$ cat config.mk
export PLATFORM = sky130hd
export DESIGN_NAME = exe_mc_ctrl_flat
export DESIGN_NICKNAME = d
export VERILOG_FILES = /design/src/rtl/exe_mc_ctrl_if.sv /design/src/rtl/exe_mc_ctrl.sv /design/src/flat_wrapper.sv
export SDC_FILE = /design/constraint.sdc
export NUM_CORES = 1
export LEC_CHECK = 0
export ABC_AREA = 1
export CAP_MARGIN = 25
export CORE_MARGIN = 3
export CORE_UTILIZATION = 42
export DETAILED_ROUTE_END_ITERATION = 8
export HOLD_SLACK_MARGIN = 0.15
export PLACE_DENSITY = 0.8
export RECOVER_POWER = 25
export SLEW_MARGIN = 20
export SYNTH_ARGS = -nofsm -noshare
export SYNTH_HDL_FRONTEND = slang
export SYNTH_SLANG_ARGS = --single-unit
$ cat constraint.sdc
create_clock -name clk_i -period 1.7 [get_ports clk_i]
set_input_delay 0.34 -clock clk_i [delete_from_list [all_inputs] [get_ports clk_i]]
set_output_delay 0.34 -clock clk_i [all_outputs]
set_load 0.05 [all_outputs]
$ cat src/rtl/exe_mc_ctrl_if.sv
// Handshake between the multi-cycle execute sequencer and the iterative mul/div unit.
// The sequencer is the master: it starts and kills operations, and the unit returns
// a one-cycle done pulse together with its result.
interface exe_mc_ctrl_if #(
    parameter int XLEN = 32
);
    logic            mc_start;
    logic            mc_kill;
    logic            mc_done;
    logic [XLEN-1:0] mc_result;

    modport master (
        output mc_start,
        output mc_kill,
        input  mc_done,
        input  mc_result
    );

    modport slave (
        input  mc_start,
        input  mc_kill,
        output mc_done,
        output mc_result
    );
endinterface

$ cat src/rtl/exe_mc_ctrl.sv
// Multi-cycle execute sequencer: accepts a mul/div from decode, drives the iterative
// unit, stalls the front end while it runs, and presents the captured result for one
// cycle to the execute output register. Also raises the load-use bubble and aborts a
// unit that never answers.
module exe_mc_ctrl #(
    parameter int XLEN    = 32,
    parameter int TIMEOUT = 64
) (
    input  logic            clk_i,
    input  logic            rst_ni,
    input  logic            id_valid_i,
    input  logic            id_mc_i,
    input  logic [4:0]      id_rd_addr_i,
    input  logic            id_rd_we_i,
    input  logic [4:0]      id_rs1_addr_i,
    input  logic [4:0]      id_rs2_addr_i,
    input  logic            ex_is_load_i,
    input  logic [4:0]      ex_rd_addr_i,
    input  logic            flush_i,
    exe_mc_ctrl_if.master   mc,
    output logic            stall_o,
    output logic            wb_valid_o,
    output logic [4:0]      rd_addr_o,
    output logic [XLEN-1:0] rd_data_o,
    output logic            rd_we_o,
    output logic            mc_err_o
);

    localparam int CNT_W = (TIMEOUT > 1) ? $clog2(TIMEOUT) : 1;

    typedef enum logic [1:0] {
        IDLE  = 2'd0,
        START = 2'd1,
        BUSY  = 2'd2,
        WB    = 2'd3
    } state_t;

    state_t            state_q;
    state_t            state_d;
    logic [CNT_W-1:0]  cnt_q;
    logic              rd_we_q;
    logic [4:0]        rd_addr_q;
    logic [XLEN-1:0]   rd_data_q;

    logic              accept;
    logic              lu_hazard;
    logic              cnt_last;
    logic              start_int;
    logic              kill_int;
    logic              err_int;
    logic              wb_int;
    logic              we_int;

    // The counter is cleared in START, so it tops out at TIMEOUT-1 and never wraps.
    assign cnt_last  = (cnt_q == CNT_W'(TIMEOUT - 1));

    assign accept    = (state_q == IDLE) & id_valid_i & id_mc_i & ~flush_i;

    // Load-use bubble only matters while idle; x0 is never a real dependency.
    assign lu_hazard = (state_q == IDLE) & ex_is_load_i & (ex_rd_addr_i != 5'd0) & id_valid_i &
                       ((ex_rd_addr_i == id_rs1_addr_i) | (ex_rd_addr_i == id_rs2_addr_i));

    assign stall_o   = (state_q != IDLE) | accept | lu_hazard;

    // State register
    always_ff @(posedge clk_i or negedge rst_ni) begin
        if (!rst_ni) begin
            state_q <= IDLE;
        end else begin
            state_q <= state_d;
        end
    end

    // Next-state logic; in BUSY a flush beats done, and done beats the timeout
    always_comb begin
        state_d = state_q;
        case (state_q)
            IDLE: begin
                if (accept) begin
                    state_d = START;
                end
            end
            START: begin
                if (flush_i) begin
                    state_d = IDLE;
                end else begin
                    state_d = BUSY;
                end
            end
            BUSY: begin
                if (flush_i) begin
                    state_d = IDLE;
                end else if (mc.mc_done) begin
                    state_d = WB;
                end else if (cnt_last) begin
                    state_d = IDLE;
                end
            end
            WB: begin
                state_d = IDLE;
            end
            default: begin
                state_d = IDLE;
            end
        endcase
    end

    // Output decode from registered state plus same-cycle flush/done/counter
    always_comb begin
        start_int = 1'b0;
        kill_int  = 1'b0;
        err_int   = 1'b0;
        wb_int    = 1'b0;
        we_int    = 1'b0;
        case (state_q)
            START: begin
                start_int = 1'b1;
                kill_int  = flush_i;
            end
            BUSY: begin
                if (flush_i) begin
                    kill_int = 1'b1;
                end else if (!mc.mc_done && cnt_last) begin
                    kill_int = 1'b1;
                    err_int  = 1'b1;
                end
            end
            WB: begin
                wb_int = 1'b1;
                we_int = rd_we_q & ~flush_i;
            end
            default: begin
                start_int = 1'b0;
            end
        endcase
    end

    // Destination latch on accept, timeout counting and result capture
    always_ff @(posedge clk_i or negedge rst_ni) begin
        if (!rst_ni) begin
            cnt_q     <= '0;
            rd_we_q   <= 1'b0;
            rd_addr_q <= 5'd0;
            rd_data_q <= '0;
        end else begin
            case (state_q)
                IDLE: begin
                    if (accept) begin
                        rd_addr_q <= id_rd_addr_i;
                        rd_we_q   <= id_rd_we_i;
                    end
                end
                START: begin
                    cnt_q <= '0;
                end
                BUSY: begin
                    if (!flush_i) begin
                        if (mc.mc_done) begin
                            rd_data_q <= mc.mc_result;
                        end else if (!cnt_last) begin
                            cnt_q <= cnt_q + 1'b1;
                        end
                    end
                end
                default: begin
                    cnt_q <= cnt_q;
                end
            endcase
        end
    end

    assign mc.mc_start = start_int;
    assign mc.mc_kill  = kill_int;
    assign mc_err_o    = err_int;
    assign wb_valid_o  = wb_int;
    assign rd_we_o     = we_int;
    assign rd_addr_o   = rd_addr_q;
    assign rd_data_o   = rd_data_q;

endmodule
$ cat src/flat_wrapper.sv
// flat-port wrapper written by rule: the top's interface ports become plain ports
module exe_mc_ctrl_flat 
#(
    parameter int XLEN    = 32,
    parameter int TIMEOUT = 64
)
  (clk_i, rst_ni, id_valid_i, id_mc_i, id_rd_addr_i, id_rd_we_i, id_rs1_addr_i, id_rs2_addr_i, ex_is_load_i, ex_rd_addr_i, flush_i, stall_o, wb_valid_o, rd_addr_o, rd_data_o, rd_we_o, mc_err_o, mc_mc_start, mc_mc_kill, mc_mc_done, mc_mc_result);
  exe_mc_ctrl_if #(.XLEN(XLEN)) mc_i ();
  input  logic clk_i;
  input  logic rst_ni;
  input  logic id_valid_i;
  input  logic id_mc_i;
  input  logic [4:0] id_rd_addr_i;
  input  logic id_rd_we_i;
  input  logic [4:0] id_rs1_addr_i;
  input  logic [4:0] id_rs2_addr_i;
  input  logic ex_is_load_i;
  input  logic [4:0] ex_rd_addr_i;
  input  logic flush_i;
  output logic stall_o;
  output logic wb_valid_o;
  output logic [4:0] rd_addr_o;
  output logic [XLEN-1:0] rd_data_o;
  output logic rd_we_o;
  output logic mc_err_o;
  output wire logic [$bits(mc_i.mc_start)-1:0] mc_mc_start;
  output wire logic [$bits(mc_i.mc_kill)-1:0] mc_mc_kill;
  input wire logic [$bits(mc_i.mc_done)-1:0] mc_mc_done;
  input wire logic [$bits(mc_i.mc_result)-1:0] mc_mc_result;
  assign mc_mc_start = mc_i.mc_start;
  assign mc_mc_kill = mc_i.mc_kill;
  assign mc_i.mc_done = mc_mc_done;
  assign mc_i.mc_result = mc_mc_result;
  exe_mc_ctrl #(.XLEN(XLEN), .TIMEOUT(TIMEOUT)) u_core (.clk_i(clk_i), .rst_ni(rst_ni), .id_valid_i(id_valid_i), .id_mc_i(id_mc_i), .id_rd_addr_i(id_rd_addr_i), .id_rd_we_i(id_rd_we_i), .id_rs1_addr_i(id_rs1_addr_i), .id_rs2_addr_i(id_rs2_addr_i), .ex_is_load_i(ex_is_load_i), .ex_rd_addr_i(ex_rd_addr_i), .flush_i(flush_i), .mc(mc_i), .stall_o(stall_o), .wb_valid_o(wb_valid_o), .rd_addr_o(rd_addr_o), .rd_data_o(rd_data_o), .rd_we_o(rd_we_o), .mc_err_o(mc_err_o));
endmodule
==> results of run 1 <==
## cell type report
class	count	area share, %
Clock buffer	7	2.23
Clock inverter	1	0.226
Tap cell	70	2.26
Timing Repair Buffer	133	31.9
Inverter	25	2.42
Multi-Input combinational cell	135	31.2
Sequential cell	46	29.7
## routing by layer
metal  GRT usage [%]  routed length, microns  vias up
met5               0                       0        -
li1                -                       -      947
met2            33.8                    2980       75
met3            5.65                     459       10
met1            19.9                    2250      918
met4            5.24                      91        0
## logic make-up (layout without fill, tap and decap cells)
family / count (synthesis) / after routing / synth area share, %
flops: 46 / 46 / 48.4
simple gates: 77 / 77 / 16.4
fa+ha+maj: 6 / 6 / 3.16
xor+xnor: 2 / 2 / 0.737
buf+inv: 29 / 166 / 5.84
mux: 38 / 38 / 22.6
compound gates: 12 / 12 / 2.89
## synth_stat cells, drive strengths merged
cell type	n	area share (%)
o21bai	1	0.32
nor3b	1	0.32
buf	4	1.9
dfrtp	46	48
inv	25	3.9
o21ai	8	1.7
ha	6	3.2
nand3	11	3.8
nor2	18	4.5
a21boi	1	0.32
nand4	2	0.53
a21oi	2	0.58
and2	1	0.26
nand2	43	6.8
nor3	1	0.21
mux2	38	23
xnor2	2	0.74
## critical path: cells and delay by family, from the launching register on
family	cells	cell delay (ps)
simple gates	2	290
buf+inv	2	310
fa+ha+maj	1	170
flops	1	400
## worst max path at each step
| stage | endpoint | slack, ps | cells past startpoint |
|---|---|---|---|
| floorplan | mc_mc_kill | -30 | 4 |
| global placement | stall_o | -170 | 10 |
| detailed placement | stall_o | -180 | 10 |
| CTS | mc_mc_kill | -190 | 6 |
| global route | stall_o | -210 | 8 |
| finish | mc_err_o | -110 | 5 |
## stage by stage
stage,std cells,util [%],hold slack [ps]
final,417,73.0,490
after global routing,417,73.0,528
after CTS,413,72.3,424
after detailed placement,395,68.0,198
after global placement,395,68.0,193
after floorplan,210,-,44.4
## cells in the final DEF (no fill, tap or decap), drive strengths merged, types with 2 or more instances in the layout
master         count
mux2              38
ha                 6
dlygate4sd2       10
a21oi              2
nand4              2
xnor2              2
nand3             11
inv               26
buf               71
clkbuf            10
nand2             43
o21ai              8
clkdlybuf4s50     45
dlymetal6s2s       3
nor2              18
dfrtp             46
## where the power goes
part | switching, mW | total [mW] | leakage [nW] | internal [mW]
combinational | 2.40 | 4.04 | 1.36 | 1.64
sequential | 0.282 | 1.84 | 0.589 | 1.56
clock | 0.365 | 0.701 | 0.0489 | 0.336
## sequential cells by signal (all words and copies together), names as in the netlist
name	count
u_core.cnt_q	6
u_core.rd_addr_o	5
u_core.rd_we_q	1
u_core.rd_data_o	32
u_core.state_q	2
## what timing repair did
| action | 4_1_cts | 5_1_grt |
|---|---|---|
| endpoints found under the setup margin | 4 | 4 |
| hold endpoints to repair | 26 | 0 |
| pin swaps | 10 | 10 |
| hold buffers | 1 | 0 |
| buffers inserted | 9 | 4 |
| gates resized for setup | 29 | 6 |
==> impl_results.md, run 1 <==
* Period utilization at 106%
* Clk pin slew, worst setup/hold paths at 90 ps
* Chip width at slightly above 80 microns
* Final instance area at 0.00387 sq mm
* TritonCTS buffer count at 5
* Setup Crit Path Kind: reg2out
* Clk sinks at 46
* Routability cong. at 0.689
* CTS max path bufs at 2
* Syn nets at 276
* Final-stage net count at 412
* Slowest cell on crit path: dfrtp_1
* Vias at 1950
* Antenna Nets Post-Route at 0
* Register area at 0.00115 sq mm
* Library cells used by synthesis at 24
* Fmax at 0.553 GHz
* Vias in the first global route at 2029
* Worst-path maximum fanout at 2
* Seq cells post-synth at 46
* Largest net degree at the start of global routing at 21
* Max incr delay on CP at 400 ps
* Layout cells sized above 1 at 42.7%
* Combined area of the multi-input logic cells at 0.00121 sq mm
* Setup TNS Final at -323 ps
* CORE AREA at between 0.005 and 0.006 sq mm
* Post-synthesis cell area at 0.00238 sq mm
* CTS tree: done
* Final hold violations at 0
* Critical Path RT at 1360 ps
* Ports at 103
* Final setup fails at 3
* First-pass GRT wire length at 9.22 mm
* Avg Synthesized Cell Area at between 10 and 15 sq um
* Max_slew headroom at between 60% and 70%
* Synth Instances at 210
* Detailed-route DRC error count at 0
* Grt ovf at 0
* Final WS setup at -110 ps
* Status: complete, but fails checks
* Worst setup path start: u_core.cnt_q[0]
* Area after DPL at about 0.0036 sq mm
* Fill cell count at 400
* Synth warnings at 0
* Pleak at 1.99 nW
* Layout Skew at 4.92 ps
* Initial Utilization at 44.8%
* 1st-iter DRT viols at 48
* Insertion delay to the later sink of the worst-skew pair at 300 ps
* Vias per Instance at 4.68
* R2R depth at 12
* Hold WC Path Type: in2async
* Die area at 0.00660 sq mm
* Worst Setup End Kind: output pin
* GRT Total Usage at 18.3%
* Max Slew Vio Count at 0
* Failing checks: setup timing
* CP arrival at 1470 ps
* Rows at 26
* Post-synthesis sequential area ratio at 48.4%
* Initial antenna violation count at 0
* RSZ-0062 raised after global routing: yes
* Worst-margin pin slew at 504 ps
* Dpl ws at -180 ps
* Port buffer count at 102
* Reg-to-Reg Start: u_core.state_q[0]
* Crit path time final at 1810 ps
* Startpoint types: flop
* Clk root buf: clkbuf_8
* Routed wire length at 5.78 mm
* ANT cells at 0
* DP Wirelength at 4.51 mm
* R2R Path End: u_core.state_q[1]
* DRT Pass-1 Iters at 5
* Max cap viols at 0
* Worst path cell trace: ha_4 -> nand3_4 -> buf_6 -> nor3_4 -> buf_12
* Worst VDD drop at 1200 uV
* H-tree levels at 2
* Routed length per instance at 13.9 microns
* Layout area overhead at 62.8%
* Total Power at 6.58 mW
* PD cells at 1700 mW/mm^2
* R2r setup slk at roughly 50 ps
* Die Span Y at 81.2 microns
No activity file was read; power rests on OpenSTA's default activity.
==> run 2: changes to the inputs <==
--- a/config.mk
+++ b/config.mk
@@ -8,12 +8,12 @@
 export ABC_AREA = 1
 export CAP_MARGIN = 25
 export CORE_MARGIN = 3
-export CORE_UTILIZATION = 42
+export CORE_UTILIZATION = 40
 export DETAILED_ROUTE_END_ITERATION = 8
 export HOLD_SLACK_MARGIN = 0.15
-export PLACE_DENSITY = 0.8
+export PLACE_DENSITY = 0.77
 export RECOVER_POWER = 25
-export SLEW_MARGIN = 20
+export SLEW_MARGIN = 10
 export SYNTH_ARGS = -nofsm -noshare
 export SYNTH_HDL_FRONTEND = slang
 export SYNTH_SLANG_ARGS = --single-unit
==> run 2 against run 1 <==
Effect of this change:
- the run still ends with setup timing left
- total power down 1.5%
- cell area fell by 0.52%
- critical endpoint is now mc_mc_kill
- largest power group unchanged
- cell count fell by 0.24%
- via count fell by 3.1%
==> impl_results.md, run 2 (synthesized netlist as in run 1, its figures left out) <==
* Status: complete, but fails checks
* Failing checks: setup timing
* Layout area overhead at 61.9%
* Worst-path maximum fanout at 3
* Antenna Nets Post-Route at 0
* Period utilization at 109%
* Max Slew Vio Count at 0
* Vias in the first global route at 1942
* Placed cells at between 300 and 400
* Final-stage net count at 409
* Clk pin slew, worst setup/hold paths at 80 ps
* Dpl ws at -196 ps
* Largest net degree at the start of global routing at 21
* R2r setup slk at 60 ps
* Wire length on met2 at 3.10 mm
* TritonCTS buffer count at 5
* CP arrival at around 1500 ps
* Vias per Instance at 4.54
* 1st-iter DRT viols at 39
* Fmax at 0.538 GHz
* Initial antenna violation count at 0
* Max cap viols at 0
* Ports at 103
* Layout Skew at 10.9 ps
* Die Span Y at 83.1 microns
* Chip width at 83.1 microns
* CTS max path bufs at 2
* Startpoint types: flop
* Worst VDD drop at about 1300 uV
* Reg-to-Reg Start: u_core.state_q[0]
* Worst setup path start: u_core.state_q[0]
* Met1 WL at 2.18 mm
* Rows at 27
* Initial Utilization at roughly 42%
* PD cells at 1680 mW/mm^2
* GRT Total Usage at 16.5%
* DRT Pass-1 Iters at 4
* Port buffer count at 102
* Grt ovf at 0
* Routed wire length at around 5.6 mm
* DR WL met3 at 262 microns
* Crit path time final at approximately 1900 ps
* Insertion delay to the later sink of the worst-skew pair at around 300 ps
* Max Used Layer: met4
* Routed length per instance at 13.5 microns
* Worst-margin pin slew at 799 ps
* Final setup fails at 3
* Routability cong. at 0.820
* Pleak at 1.97 nW
* Critical Path RT at ~1400 ps
* Max_slew headroom at a little under half
* Max FFs per register at 32
* R2R Path End: u_core.rd_data_o[18]
* CORE AREA at 0.00564 sq mm
* RSZ-0062 raised after global routing: yes
* Final hold violations at 0
* Most frequent cells in the layout: 58 x buf_4, 50 x clkdlybuf4s50_1, 45 x dfrtp_1
* Die area at 0.00690 sq mm
* Vias at 1890
* First-pass GRT wire length at 9.17 mm
* Clk sinks at 46
* Final Non-Filler Cells at 416
* R2R depth at 7
* Layout cells sized above 1 at 42.2%
* ANT cells at 0
* Detailed-route DRC error count at 0
* Setup Crit Path Kind: reg2out
* Fill cell count at 405
* Final WS setup at -160 ps
* Clk root buf: clkbuf_8
* Worst Setup End Kind: output pin
* Hold WC Path Type: reg2reg
* CTS tree: done
* DP Wirelength at 4.26 mm
* Worst setup path end: mc_mc_kill
* Most common cell after layout, fill and taps aside: buf_4
* H-tree levels at 2
run 2: how the worst min path moves through the flow:
| stage | cells after the start | from | end | slack [ps] |
|---|---|---|---|---|
| CTS | 2 | rst_ni | u_core.cnt_q[4] | 480 |
| detailed placement | 1 | rst_ni | u_core.rd_data_o[11] | 270 |
| global placement | 1 | rst_ni | u_core.cnt_q[4] | 270 |
| global route | 1 | u_core.rd_addr_o[0] | u_core.rd_addr_o[0] | 520 |
| finish | 1 | u_core.rd_addr_o[1] | u_core.rd_addr_o[1] | 510 |
| floorplan | 0 | rst_ni | u_core.cnt_q[0] | 40 |
run 2: final cells by class:
class	instances	area [sq um]	area share, %
Inverter	25	93.8	2.44
Multi-Input combinational cell	135	1200	31.1
Clock inverter	3	21.3	0.552
Sequential cell	46	1150	29.9
Clock buffer	5	68.8	1.79
Timing Repair Buffer	130	1230	31.8
Tap cell	72	90.1	2.34
run 2: repair_timing:
action | CTS | global route
resized for setup | 22 | 8
hold buffers | 1 | 0
pin swaps | 4 | 9
setup endpoints to repair | 4 | 4
endpoints found under the hold margin | 14 | 0
setup buffers | 6 | 6
run 2: power breakdown:
part	switching (mW)	internal [mW]
clock network	0.368	0.289
logic	2.38	1.62
registers	0.267	1.56
total	3.01	3.46
run 2: routing by layer:
metal | track usage [%] | vias to the layer above
met1 | 19.4 | 887
met3 | 4.56 | 8
met4 | 4.46 | 0
met2 | 29.4 | 47
met5 | 0 | -
li1 | - | 948
run 2: per-stage QoR:
step | utilization, % | TNS (ps) | cell area [sq um] | total power [mW] | hold WS [ps]
6_report | 68.2 | -444 | 3850 | 6.47 | 510
5_1_grt | 68.2 | -944 | 3850 | 6.79 | 525
4_1_cts | 67.0 | -445 | 3780 | 6.48 | 481
3_5_place_dp | 63.4 | -2460 | 3580 | 5.69 | 270
3_3_place_gp | 63.4 | -2210 | 3580 | 5.63 | 268
2_1_floorplan | - | -27.3 | 2410 | 4.40 | 44.4
run 2: worst max-delay path, cell delays in order, from the launching register on:
cell and delay (ps):
dfrtp_1 400, buf_4 160, ha_2 220, o21ai_1 200
a21boi_4 80, buf_12 150
